## config.mk

```make
export PLATFORM = sky130hd
export DESIGN_NAME = bus_master
export DESIGN_NICKNAME = d
export VERILOG_FILES = /design/src/rtl/bus_master_pkg.sv /design/src/rtl/bus_master.sv
export SDC_FILE = /design/constraint.sdc
export NUM_CORES = 1
export LEC_CHECK = 0
export ABC_AREA = 1
export BUFFER_PORTS_ARGS = -buffer_cell sky130_fd_sc_hd__buf_2
export CAP_MARGIN = 20
export CORE_MARGIN = 2
export CORE_UTILIZATION = 35
export CTS_BUF_LIST = sky130_fd_sc_hd__clkbuf_8
export CTS_CLUSTER_SIZE = 12
export DETAILED_ROUTE_END_ITERATION = 6
export HOLD_SLACK_MARGIN = 0.03
export PLACE_DENSITY = 0.74
export SETUP_SLACK_MARGIN = 0.2
export SYNTH_ARGS = -nofsm -noshare
export SYNTH_HDL_FRONTEND = slang
export SYNTH_SLANG_ARGS = --single-unit
```

## constraint.sdc

```tcl
create_clock -name M_AXI_ACLK -period 2 [get_ports M_AXI_ACLK]
set_input_delay 0.4 -clock M_AXI_ACLK [delete_from_list [all_inputs] [get_ports M_AXI_ACLK]]
set_output_delay 0.4 -clock M_AXI_ACLK [all_outputs]
set_load 0.02 [all_outputs]
```

## src/rtl/bus_master_pkg.sv

```systemverilog
// Shared types for the on-chip AXI4-Lite initiator: response codes and the
// local command/response records exchanged with the sequencer.
package bus_master_pkg;

  localparam int unsigned ADDR_W = 32;
  localparam int unsigned DATA_W = 64;
  localparam int unsigned STRB_W = DATA_W / 8;

  typedef enum logic [1:0] {
    AXI_OKAY   = 2'b00,
    AXI_EXOKAY = 2'b01,
    AXI_SLVERR = 2'b10,
    AXI_DECERR = 2'b11
  } axi_resp_t;

  typedef struct packed {
    logic              write;
    logic [ADDR_W-1:0] addr;
    logic [DATA_W-1:0] wdata;
    logic [STRB_W-1:0] wstrb;
  } bus_cmd_t;

  typedef struct packed {
    logic [DATA_W-1:0] rdata;
    axi_resp_t         resp;
    logic              timeout;
  } bus_rsp_t;

endpackage

```

## src/rtl/bus_master.sv

```systemverilog
// Single-outstanding AXI4-Lite initiator: one local command -> one AXI
// transaction -> one response. Optional watchdog: define BUS_MASTER_TIMEOUT_EN.
module bus_master
  import bus_master_pkg::*;
#(
  parameter int unsigned TIMEOUT_CYCLES = 1024
) (
  input  logic              M_AXI_ACLK,
  input  logic              M_AXI_ARESETN,
  input  logic              cmd_valid,
  output logic              cmd_ready,
  input  logic              cmd_write,
  input  logic [ADDR_W-1:0] cmd_addr,
  input  logic [DATA_W-1:0] cmd_wdata,
  input  logic [STRB_W-1:0] cmd_wstrb,
  output logic              rsp_valid,
  input  logic              rsp_ready,
  output logic [DATA_W-1:0] rsp_rdata,
  output logic [1:0]        rsp_resp,
  output logic              rsp_timeout,
  output logic [ADDR_W-1:0] M_AXI_AWADDR,
  output logic              M_AXI_AWVALID,
  input  logic              M_AXI_AWREADY,
  output logic [DATA_W-1:0] M_AXI_WDATA,
  output logic [STRB_W-1:0] M_AXI_WSTRB,
  output logic              M_AXI_WVALID,
  input  logic              M_AXI_WREADY,
  input  logic [1:0]        M_AXI_BRESP,
  input  logic              M_AXI_BVALID,
  output logic              M_AXI_BREADY,
  output logic [ADDR_W-1:0] M_AXI_ARADDR,
  output logic              M_AXI_ARVALID,
  input  logic              M_AXI_ARREADY,
  input  logic [DATA_W-1:0] M_AXI_RDATA,
  input  logic [1:0]        M_AXI_RRESP,
  input  logic              M_AXI_RVALID,
  output logic              M_AXI_RREADY
);

  typedef enum logic [2:0] {IDLE, WADDR, WRESP, RADDR, RDATA, RSP} state_t;

  state_t   state, state_nxt;
  bus_cmd_t cmd_q;
  bus_rsp_t rsp_q;
  logic     aw_done, w_done;
  logic     cmd_hs, aw_hs, w_hs, b_hs, ar_hs, r_hs;
  logic     busy, expire;

  // Channel controls decode straight from registered state so reset drops them at once.
  assign cmd_ready     = (state == IDLE);
  assign M_AXI_AWVALID = (state == WADDR) && !aw_done;
  assign M_AXI_WVALID  = (state == WADDR) && !w_done;
  assign M_AXI_BREADY  = (state == WRESP);
  assign M_AXI_ARVALID = (state == RADDR);
  assign M_AXI_RREADY  = (state == RDATA);
  assign rsp_valid     = (state == RSP);

  assign M_AXI_AWADDR = cmd_q.addr;
  assign M_AXI_ARADDR = cmd_q.addr;
  assign M_AXI_WDATA  = cmd_q.wdata;
  assign M_AXI_WSTRB  = cmd_q.wstrb;

  assign rsp_rdata   = rsp_q.rdata;
  assign rsp_resp    = rsp_q.resp;
  assign rsp_timeout = rsp_q.timeout;

  assign cmd_hs = cmd_valid && cmd_ready;
  assign aw_hs  = M_AXI_AWVALID && M_AXI_AWREADY;
  assign w_hs   = M_AXI_WVALID && M_AXI_WREADY;
  assign b_hs   = M_AXI_BVALID && M_AXI_BREADY;
  assign ar_hs  = M_AXI_ARVALID && M_AXI_ARREADY;
  assign r_hs   = M_AXI_RVALID && M_AXI_RREADY;
  assign busy   = (state == WADDR) || (state == WRESP) ||
                  (state == RADDR) || (state == RDATA);

`ifdef BUS_MASTER_TIMEOUT_EN
  localparam int unsigned     CNT_W   = $clog2(TIMEOUT_CYCLES + 1);
  localparam logic [CNT_W-1:0] CNT_MAX = CNT_W'(TIMEOUT_CYCLES);

  logic [CNT_W-1:0] wd_cnt;

  // Saturates so a late expiry keeps firing in later busy states.
  always_ff @(posedge M_AXI_ACLK or negedge M_AXI_ARESETN) begin
    if (!M_AXI_ARESETN)                 wd_cnt <= '0;
    else if (cmd_hs)                    wd_cnt <= '0;
    else if (busy && wd_cnt != CNT_MAX) wd_cnt <= wd_cnt + CNT_W'(1);
  end

  assign expire = busy && (wd_cnt == CNT_MAX);
`else
  assign expire = 1'b0;
`endif

  always_ff @(posedge M_AXI_ACLK or negedge M_AXI_ARESETN) begin
    if (!M_AXI_ARESETN) state <= IDLE;
    else                state <= state_nxt;
  end

  // Handshakes are tested before expiry so a same-cycle handshake wins.
  always_comb begin
    state_nxt = state;
    unique case (state)
      IDLE:    if (cmd_valid) state_nxt = cmd_write ? WADDR : RADDR;
      WADDR:   if ((aw_done || aw_hs) && (w_done || w_hs)) state_nxt = WRESP;
               else if (expire)                            state_nxt = RSP;
      WRESP:   if (b_hs || expire)  state_nxt = RSP;
      RADDR:   if (ar_hs)           state_nxt = RDATA;
               else if (expire)     state_nxt = RSP;
      RDATA:   if (r_hs || expire)  state_nxt = RSP;
      RSP:     if (rsp_ready)       state_nxt = IDLE;
      default:                      state_nxt = IDLE;
    endcase
  end

  always_ff @(posedge M_AXI_ACLK or negedge M_AXI_ARESETN) begin
    if (!M_AXI_ARESETN) begin
      cmd_q   <= '0;
      rsp_q   <= '0;
      aw_done <= 1'b0;
      w_done  <= 1'b0;
    end else begin
      if (cmd_hs) begin
        cmd_q   <= '{write: cmd_write, addr: cmd_addr, wdata: cmd_wdata, wstrb: cmd_wstrb};
        aw_done <= 1'b0;
        w_done  <= 1'b0;
      end else if (state == WADDR) begin
        if (aw_hs) aw_done <= 1'b1;
        if (w_hs)  w_done  <= 1'b1;
      end
      if (b_hs || r_hs) begin
        rsp_q <= '{rdata:   cmd_q.write ? '0 : M_AXI_RDATA,
                   resp:    axi_resp_t'(cmd_q.write ? M_AXI_BRESP : M_AXI_RRESP),
                   timeout: 1'b0};
      end else if (expire && state_nxt == RSP) begin
        rsp_q <= '{rdata: '0, resp: AXI_SLVERR, timeout: 1'b1};
      end
    end
  end

endmodule

```

==> out/results.tsv, run 1 <==
metric	value	unit
Final Hold Fails	0	
DIE WIDTH	162	µm
Max Freq	0.551	GHz
post-route core utilization	0.442	
clock sinks	176	
#FFs+latches synth	176	
Post-Syn Instances	933	
Final Slew Violations	0	
# Max-Cap Violations	0	
Synthesis Warnings	0	
CTS Buffer Depth	2	
WP data arrival	1410	ps
RSZ-0062 raised after global routing	true	
dpl hpwl	15.8	mm
worst-path fanout max	4	
grt ovf	0	
area grow syn2layout	23.3	%
Min-Delay Path Class	in2reg	
vias in the first global route	6481	
routability-driven placement congestion ratio	0.827	
wire length on met2	11.1	mm
Detail Route Antenna Nets	0	
relative slew slack	0.654	
FILL cells	2391	
Finished Cell Area	0.0108	mm²
DRT met1 WL	8.81	mm
worst slew pin tran	519	ps
die area	0.0262	mm²
Die H	162	µm
largest net degree at the start of global routing	77	
first-pass GRT wire length	33.4	mm
Final Skew	20.9	ps
Period minus WS final	1810	ps
number of diodes	0	
largest family of logic cells by synthesized area	simple AND/OR/NAND/NOR gates	
Clock Tree Root	clkbuf_8	
Initial Utilization	0.358	
Worst VDD drop	0.818	mV
post-synth top area cell	dfrtp_1	
simple-gate share of the synthesized area	0.231	
Syn Area/Cell	9.36	µm²
Mapped Area	0.00874	mm²
final setup vio count	0	
outcome	finished, final reports clean	
total CTS buffers	17	
Worst EP required	1600	ps
initial antenna violation count	0	
1st-iter DRT viols	349	
CORE AREA	0.0244	mm²
post-synthesis mux area share	0	
layout cells sized above 1	0.501	
crit path kind	reg2out	
DR WL/cell	14.1	µm
total track usage	0.160	
CP Capture Type	output port	
Compound-Gate Fraction of Synth Area	0.0712	
later-pin clock latency in the skew report	440	ps
Leak Pwr	5.97	nW
post-synth cell types	24	
drt pass-1 iters	4	
R2R Setup Slk	270	ps
cells along the critical path	buf_12 > nor3_4 > buf_6	
met3 wire len	1.32	mm
CP max stage cell	dfrtp_2	
cell area after placement	0.0100	mm²
Worst setup SP type	flop	
fin crit share	0.907	
Area contributors post-synth	dfrtp_1, nand2_1, buf_4	
CTS tree	done	
CTS HTree Levels	4	
Worst-path clk slew	100	ps
Adder-Cell Fraction of Synth Area	0	
Max stage delay on crit path	470	ps
Max Used Layer	met4	
Synth Area in XOR/XNOR	0	
Ports	392	
post-synthesis sequential area ratio	0.504	
vias per cell	4.34	
I/O Buffers	390	
Nets	1387	
DRC	0	
share of the synthesized area in the top cell type	0.504	
PnR Total Power	0.0179	W
setup TNS	0	ps
Post-Route WL	21.8	mm
Vias	6696	
PD cells	1660	mW/mm²
syn nets	1115	
# rows	57	
[sequential cells by signal, indices dropped and copies added (netlist names)]
signal / cells
M_AXI_ARADDR: 32
M_AXI_WDATA: 64
M_AXI_WSTRB: 8
aw_done: 1
cmd_q: 1
rsp_rdata: 64
rsp_resp: 2
state: 3
w_done: 1
[metrics by stage]
stage / setup slack (ps) / instances / hold slack, ps
2_1_floorplan: 474 / 933 / 104
3_3_place_gp: 385 / 1486 / 401
3_5_place_dp: 315 / 1486 / 394
4_1_cts: 147 / 1530 / 102
5_1_grt: 86.3 / 1542 / 107
6_report: 185 / 1542 / 147
[per-layer routing]
metal / vias up / global-route usage
met5: - / 0
li1: 3264 / -
met1: 3134 / 0.193
met2: 263 / 0.279
met4: 0 / 0.0587
met3: 35 / 0.0386
[layout make-up]
cell class	count	area [µm²]	share of cell area
multi-input combinational	495	2670	0.248
inverter	80	305	0.0283
tap	324	405	0.0376
timing repair buffer	435	2580	0.240
clock buffer	18	248	0.0230
sequential	176	4410	0.409
clock inverter	14	156	0.0145
[cell families (layout without fill, tap and decap cells)]
| group | Yosys count | count (layout) |
|---|---|---|
| simple gates | 420 | 420 |
| buf+inv | 262 | 547 |
| flops | 176 | 176 |
| compound gates | 74 | 74 |
| other cells | 1 | 1 |
[Yosys cell counts]
| cell type | n |
|---|---|
| o21ai_4 | 1 |
| a21oi_1 | 3 |
| inv_2 | 3 |
| nor3_4 | 1 |
| o21ai_1 | 2 |
| conb_1 | 1 |
| and2_1 | 1 |
| nand3_2 | 62 |
| nand4_1 | 2 |
| buf_2 | 28 |
| clkbuf_1 | 3 |
| inv_1 | 77 |
| buf_8 | 1 |
| nand3_1 | 11 |
| buf_4 | 140 |
| o21ai_2 | 64 |
| nor2_1 | 5 |
| buf_6 | 3 |
| nand2_2 | 1 |
| o21ai_0 | 4 |
| nand2_1 | 335 |
| buf_12 | 7 |
| nor2_4 | 2 |
| dfrtp_1 | 176 |
[cells in the final DEF, fill, tap and decap left out, types with 2 or more instances in the layout]
cell and count:
inv_6 2, inv_1 77, clkinvlp_4 3, o21ai_0 4, inv_8 2, buf_12 12, o21ai_1 2, clkinv_2 2
bufinv_16 2, buf_6 6, nand3_1 9, nand2_2 3, a21oi_1 3, o21ai_2 64, nor2_4 3, clkinv_4 3
dfrtp_2 3, dfrtp_1 173, nand4_1 2, clkbuf_8 18, buf_4 28, inv_2 2, nor2_1 2, nand3_2 64
nand2_1 333, buf_2 382, buf_16 2, nor2_2 2, clkbuf_16 3
[what timing repair did]
item                                   4_1_cts  5_1_grt
cloned                                       0        4
gates resized for setup                     21        7
endpoints found under the hold margin       43        0
buffers inserted                            11        8
pin swaps                                    3        2
hold buffers                                 1        0
setup endpoints to repair                    7       30
[worst max-delay path: cells and delay by family, from the launching register on]
kind,cells,cell delay [ps]
flops,1,470
buf+inv,2,290
simple gates,1,210
[path summary, 6_finish.rpt]
kind                                      start               to  cells after the start
worst max register to register         state[2]    rsp_rdata[26]                      9
worst min-delay path                cmd_addr[0]  M_AXI_ARADDR[0]                      3
worst max-delay path                   state[2]     M_AXI_BREADY                      3
min in group asynchronous         M_AXI_ARESETN    rsp_rdata[18]                      2
max in group asynchronous         M_AXI_ARESETN   M_AXI_WSTRB[6]                      3
worst min register to register  M_AXI_WDATA[18]  M_AXI_WDATA[18]                      2
[power by group]
part / leakage [nW] / switching [W] / internal, W / total (W)
registers: 2.21 / 0.000917 / 0.00516 / 0.00607
logic: 3.55 / 0.00604 / 0.00325 / 0.00928
clock network: 0.202 / 0.00136 / 0.00117 / 0.00253
Power figures use the tool's default switching activity.
==> inputs of run 2 (changes only) <==
==> constraint.sdc (replaced) <==
create_clock -name M_AXI_ACLK -period 2 [get_ports M_AXI_ACLK]
set_input_delay 0.1 -clock M_AXI_ACLK [delete_from_list [all_inputs] [get_ports M_AXI_ACLK]]
set_output_delay 0.1 -clock M_AXI_ACLK [all_outputs]
set_load 0.02 [all_outputs]
==> run 2 against run 1 <==
Against the previous run:
- combinational power down 2%
- die area unchanged
- register-to-register slack better by 30 ps
- setup slack better by 120 ps
- critical endpoint is now rsp_rdata[50]
- largest cell class unchanged
==> out/results.tsv, run 2 (same netlist as run 1, synthesis figures left out) <==
metric	value	unit
outcome	finished, final reports clean	
vias per cell	4.45	
worst slew pin tran	552	ps
grt ovf	0	
post-route core utilization	0.498	
relative slew slack	0.632	
dpl hpwl	16.0	mm
worst-path fanout max	22	
setup TNS	0	ps
CORE AREA	0.0244	mm²
crit path kind	reg2reg	
CTS HTree Levels	4	
first-pass GRT wire length	39.1	mm
Clock Tree Root	clkbuf_8	
Nets	1539	
CTS tree	done	
RSZ-0062 raised after global routing	true	
Worst-path clk slew	100	ps
Final Slew Violations	0	
Max Freq	0.590	GHz
Detail Route Antenna Nets	0	
Worst EP required	2380	ps
most common cell after layout, fill and taps aside	buf_2	
Final Skew	13.5	ps
Finished Cell Area	0.0121	mm²
clock sinks	176	
area grow syn2layout	39.0	%
largest net degree at the start of global routing	77	
# rows	57	
final worst slack	304	ps
DP Worst Slack	277	ps
number of diodes	0	
CTS Buffer Depth	2	
Die H	162	µm
Leak Pwr	6.53	nW
Final Hold Fails	0	
die area	0.0262	mm²
drt pass-1 iters	5	
Ports	392	
Vias	7533	
WP data arrival	2080	ps
Initial Utilization	0.358	
DRC	0	
Placed Cells	1486	
Post-Route WL	24.8	mm
cell area after placement	0.00998	mm²
I/O Buffers	390	
CP Capture Type	flop	
layout cells sized above 1	0.424	
routability-driven placement congestion ratio	0.815	
vias in the first global route	7787	
DR WL/cell	14.6	µm
Min-Delay Path Class	in2reg	
total CTS buffers	17	
PD cells	1460	mW/mm²
later-pin clock latency in the skew report	450	ps
post-route non-filler standard cell count	1694	
most frequent cells in the layout	buf_2, nand2_1, dlygate4sd3_1, dfrtp_1, inv_1	
total track usage	0.187	
Period minus WS final	1700	ps
DIE WIDTH	162	µm
Worst setup SP type	flop	
Worst VDD drop	0.822	mV
# Max-Cap Violations	0	
final setup vio count	0	
fin crit share	0.848	
initial antenna violation count	0	
FILL cells	2157	
1st-iter DRT viols	396	
[run 2: cell types whose count changed in the layout (fill, tap and decap cells not counted), moves of 3 or more]
cell,previous run,this run
nor2_1,2,5
inv_6,2,5
buf_6,6,1
clkbuf_16,3,0
dlygate4sd3_1,1,176
buf_4,28,12
buf_12,12,9
buf_2,382,389
[run 2: power breakdown]
| group | switching (W) | leakage, nW | total (W) | internal [W] |
|---|---|---|---|---|
| registers | 0.00100 | 2.22 | 0.00616 | 0.00515 |
| logic | 0.00604 | 4.12 | 0.00909 | 0.00305 |
| clock network | 0.00142 | 0.199 | 0.00244 | 0.00102 |
| total | 0.00846 | 6.53 | 0.0177 | 0.00923 |
[run 2: path summary, 6_finish.rpt]
check / end / slack [ps] / from / cells after the start
max: rsp_rdata[50] / 300 / state[0] / 7
min: state[1] / 70 / M_AXI_ARREADY / 5
max reg2reg: rsp_rdata[50] / 300 / state[0] / 7
min reg2reg: M_AXI_WDATA[10] / 470 / M_AXI_WDATA[10] / 2
max in group asynchronous: M_AXI_WDATA[36] / 1160 / M_AXI_ARESETN / 3
min in group asynchronous: rsp_rdata[15] / 180 / M_AXI_ARESETN / 2
[run 2: final cells by class]
| type | instances | area [µm²] | area share |
|---|---|---|---|
| flip-flops and latches | 176 | 4410 | 0.363 |
| clock inverters | 12 | 114 | 0.00938 |
| inverters | 80 | 303 | 0.0249 |
| multi-input cells | 495 | 2650 | 0.218 |
| clock buffers | 20 | 275 | 0.0227 |
| well taps | 324 | 405 | 0.0334 |
| repair buffers | 587 | 3990 | 0.329 |
[run 2: per-layer routing]
metal	GRT usage	part of all wire
met1	0.203	0.37
met2	0.338	0.52
met3	0.0426	0.065
met4	0.0965	0.044
met5	0	0
[run 2: repair_timing]
item	4_1_cts	5_1_grt
buffers inserted	0	0
hold buffers	176	0
endpoints found under the setup margin	0	52
hold endpoints to repair	270	0
gates resized for setup	0	3
[run 2: metrics by stage]
step / hold WS, ps / power (W)
4_1_cts: 34.1 / 0.0177
3_5_place_dp: 108 / 0.0150
6_report: 66.0 / 0.0177
2_1_floorplan: -196 / 0.0137
3_3_place_gp: 110 / 0.0147
5_1_grt: 82.8 / 0.0189
[run 2: worst max-delay path, cell delays in order (launching register included)]
cell and delay (ps):
dfrtp_2 510, nor2_4 140, nand2_1 130, o21ai_4 170
buf_12 210, buf_4 280, nand3_2 110, o21ai_2 70
==> inputs of run 3 (changes only) <==
--- a/config.mk
+++ b/config.mk
@@ -14,7 +14,7 @@
 export CTS_CLUSTER_SIZE = 12
 export DETAILED_ROUTE_END_ITERATION = 6
 export HOLD_SLACK_MARGIN = 0.03
-export PLACE_DENSITY = 0.74
+export PLACE_DENSITY = 0.77
 export SETUP_SLACK_MARGIN = 0.2
 export SYNTH_ARGS = -nofsm -noshare
 export SYNTH_HDL_FRONTEND = slang
==> constraint.sdc (replaced) <==
create_clock -name M_AXI_ACLK -period 1.55 [get_ports M_AXI_ACLK]
set_input_delay 0.0775 -clock M_AXI_ACLK [delete_from_list [all_inputs] [get_ports M_AXI_ACLK]]
set_output_delay 0.0775 -clock M_AXI_ACLK [all_outputs]
set_load 0.02 [all_outputs]
==> run 3 against run 2 <==
Against the previous run:
- the flow now finishes with violations (negative setup slack)
- critical path depth up 3
- final cell count up 4.0%
- combinational power up 66%
- via count up 8.8%
- clock skew up 4.7 ps
- critical endpoint is now M_AXI_WDATA[11]
- largest cell class is now buffers
==> out/results.tsv, run 3 (same netlist as run 1, synthesis figures left out) <==
metric	value	unit
CTS Buffer Depth	2	
Max stage delay on crit path	410	ps
DRC	0	
drt pass-1 iters	6	
RSZ-0062 raised after global routing	true	
most common cell after layout, fill and taps aside	buf_2	
I/O Buffers	390	
hold slack	93.2	ps
Die H	162	µm
Detail Route Antenna Nets	0	
vias per cell	4.65	
Period minus WS final	1660	ps
WP data arrival	2000	ps
Register-to-Register Path Depth	10	
layout cells sized above 1	0.481	
Post-Route WL	31.0	mm
Worst EP required	1890	ps
dpl hpwl	16.6	mm
clock sinks	176	
reg2reg end	M_AXI_WDATA[11]	
R2R Setup Slk	-110	ps
DIE WIDTH	162	µm
most frequent cells in the layout	buf_2, nand2_1, dlygate4sd3_1, dfrtp_1, inv_1	
grt ovf	0	
Final Hold Fails	0	
switching part of the total	0.463	
# Max-Cap Violations	0	
first-pass GRT wire length	42.4	mm
die area	0.0262	mm²
failing checks	negative setup slack	
CTS HTree Levels	4	
initial antenna violation count	1	
total track usage	0.204	
CP Capture Type	flop	
CTS tree	done	
Initial Utilization	0.358	
Nets	1607	
Ports	392	
Leak Pwr	7.14	nW
CP max stage cell	dfrtp_1	
Final Skew	18.2	ps
largest net degree at the start of global routing	60	
origin of the critical flop-to-flop path	state[0]	
crit path kind	reg2reg	
NetSw	0.0122	W
Max Freq	0.603	GHz
CORE AREA	0.0244	mm²
Internal Power	0.0142	W
post-route non-filler standard cell count	1762	
PD cells	1930	mW/mm²
final setup vio count	166	
Worst-path clk slew	110	ps
DP Worst Slack	-171	ps
later-pin clock latency in the skew report	460	ps
clock network power share	0.123	
vias in the first global route	8385	
worst-path fanout max	11	
combinational power share	0.573	
area grow syn2layout	56.8	%
Worst VDD drop	0.877	mV
fin crit share	1.07	
Placed Cells	1508	
# rows	57	
cells along the critical path	buf_6 > nor2_4 > buf_6 > nand2_4 > nor2_4 > buf_12 > inv_16 > clkbuf_16 > nand2_1 > nand2_1	
1st-iter DRT viols	590	
Final Slew Violations	0	
DR WL/cell	17.6	µm
Worst setup SP type	flop	
routability-driven placement congestion ratio	0.843	
Vias	8194	
Clock Tree Root	clkbuf_8	
Seq pwr share	0.304	
final worst slack	-107	ps
total CTS buffers	17	
outcome	finished, violations left	
Min-Delay Path Class	in2async	
[run 3: per-layer routing]
metal,part of all wire,track usage,routed length (µm),vias to the layer above
met1,0.39,0.240,12000,3953
met3,0.059,0.0434,1840,103
met2,0.51,0.356,16000,413
li1,-,-,-,3725
met4,0.041,0.0953,1280,0
met5,0,0,0,-
[run 3: power by group through the flow]
stage	registers [W]	logic, W	clock network, W
2_1_floorplan	0.00855	0.00925	0
3_3_place_gp	0.00785	0.0115	0
3_5_place_dp	0.00791	0.0118	0
4_1_cts	0.00786	0.0129	0.00333
5_1_grt	0.00822	0.0161	0.00351
6_report	0.00802	0.0151	0.00325
[run 3: how the worst max path moves through the flow]
stage / start / to / slack, ps / depth (start not counted)
2_1_floorplan: state[0] / rsp_rdata[61] / 40 / 8
3_3_place_gp: state[1] / rsp_rdata[0] / -100 / 6
3_5_place_dp: state[1] / rsp_rdata[16] / -170 / 6
4_1_cts: state[1] / M_AXI_AWVALID / -100 / 6
5_1_grt: state[0] / M_AXI_WDATA[32] / -170 / 10
6_report: state[0] / M_AXI_WDATA[11] / -110 / 10
[run 3: critical path: cells and delay by family (launching register included)]
kind | cells | cell delay, ps
flops | 1 | 410
simple gates | 5 | 440
buf+inv | 5 | 670
[run 3: metrics by stage]
stage               TNS [ps]  cell area, µm²  total power (W)   util
global route          -19620           13700           0.0278  0.562
detailed placement     -9820           10200           0.0197  0.418
floorplan                  0            8780           0.0178      -
CTS                    -8440           12700           0.0241  0.520
finish                -10130           13700           0.0264  0.562
global placement       -5060           10200           0.0194  0.418
[run 3: final cells by class]
class / count / area, µm²
Inverter: 80 / 325
Clock buffer: 18 / 248
Multi-Input combinational cell: 495 / 2940
Sequential cell: 176 / 4400
Antenna cell: 2 / 5.00
Fill cell: 1935 / 10700
Tap cell: 324 / 405
Clock inverter: 12 / 135
Timing Repair Buffer: 655 / 5230
[run 3: what timing repair did]
item,4_1_cts,5_1_grt
buffers inserted,10,6
hold buffers,178,0
endpoints found under the setup margin,183,183
pin swaps,5,34
hold endpoints to repair,350,0
gates cloned,4,24
resized for setup,33,108
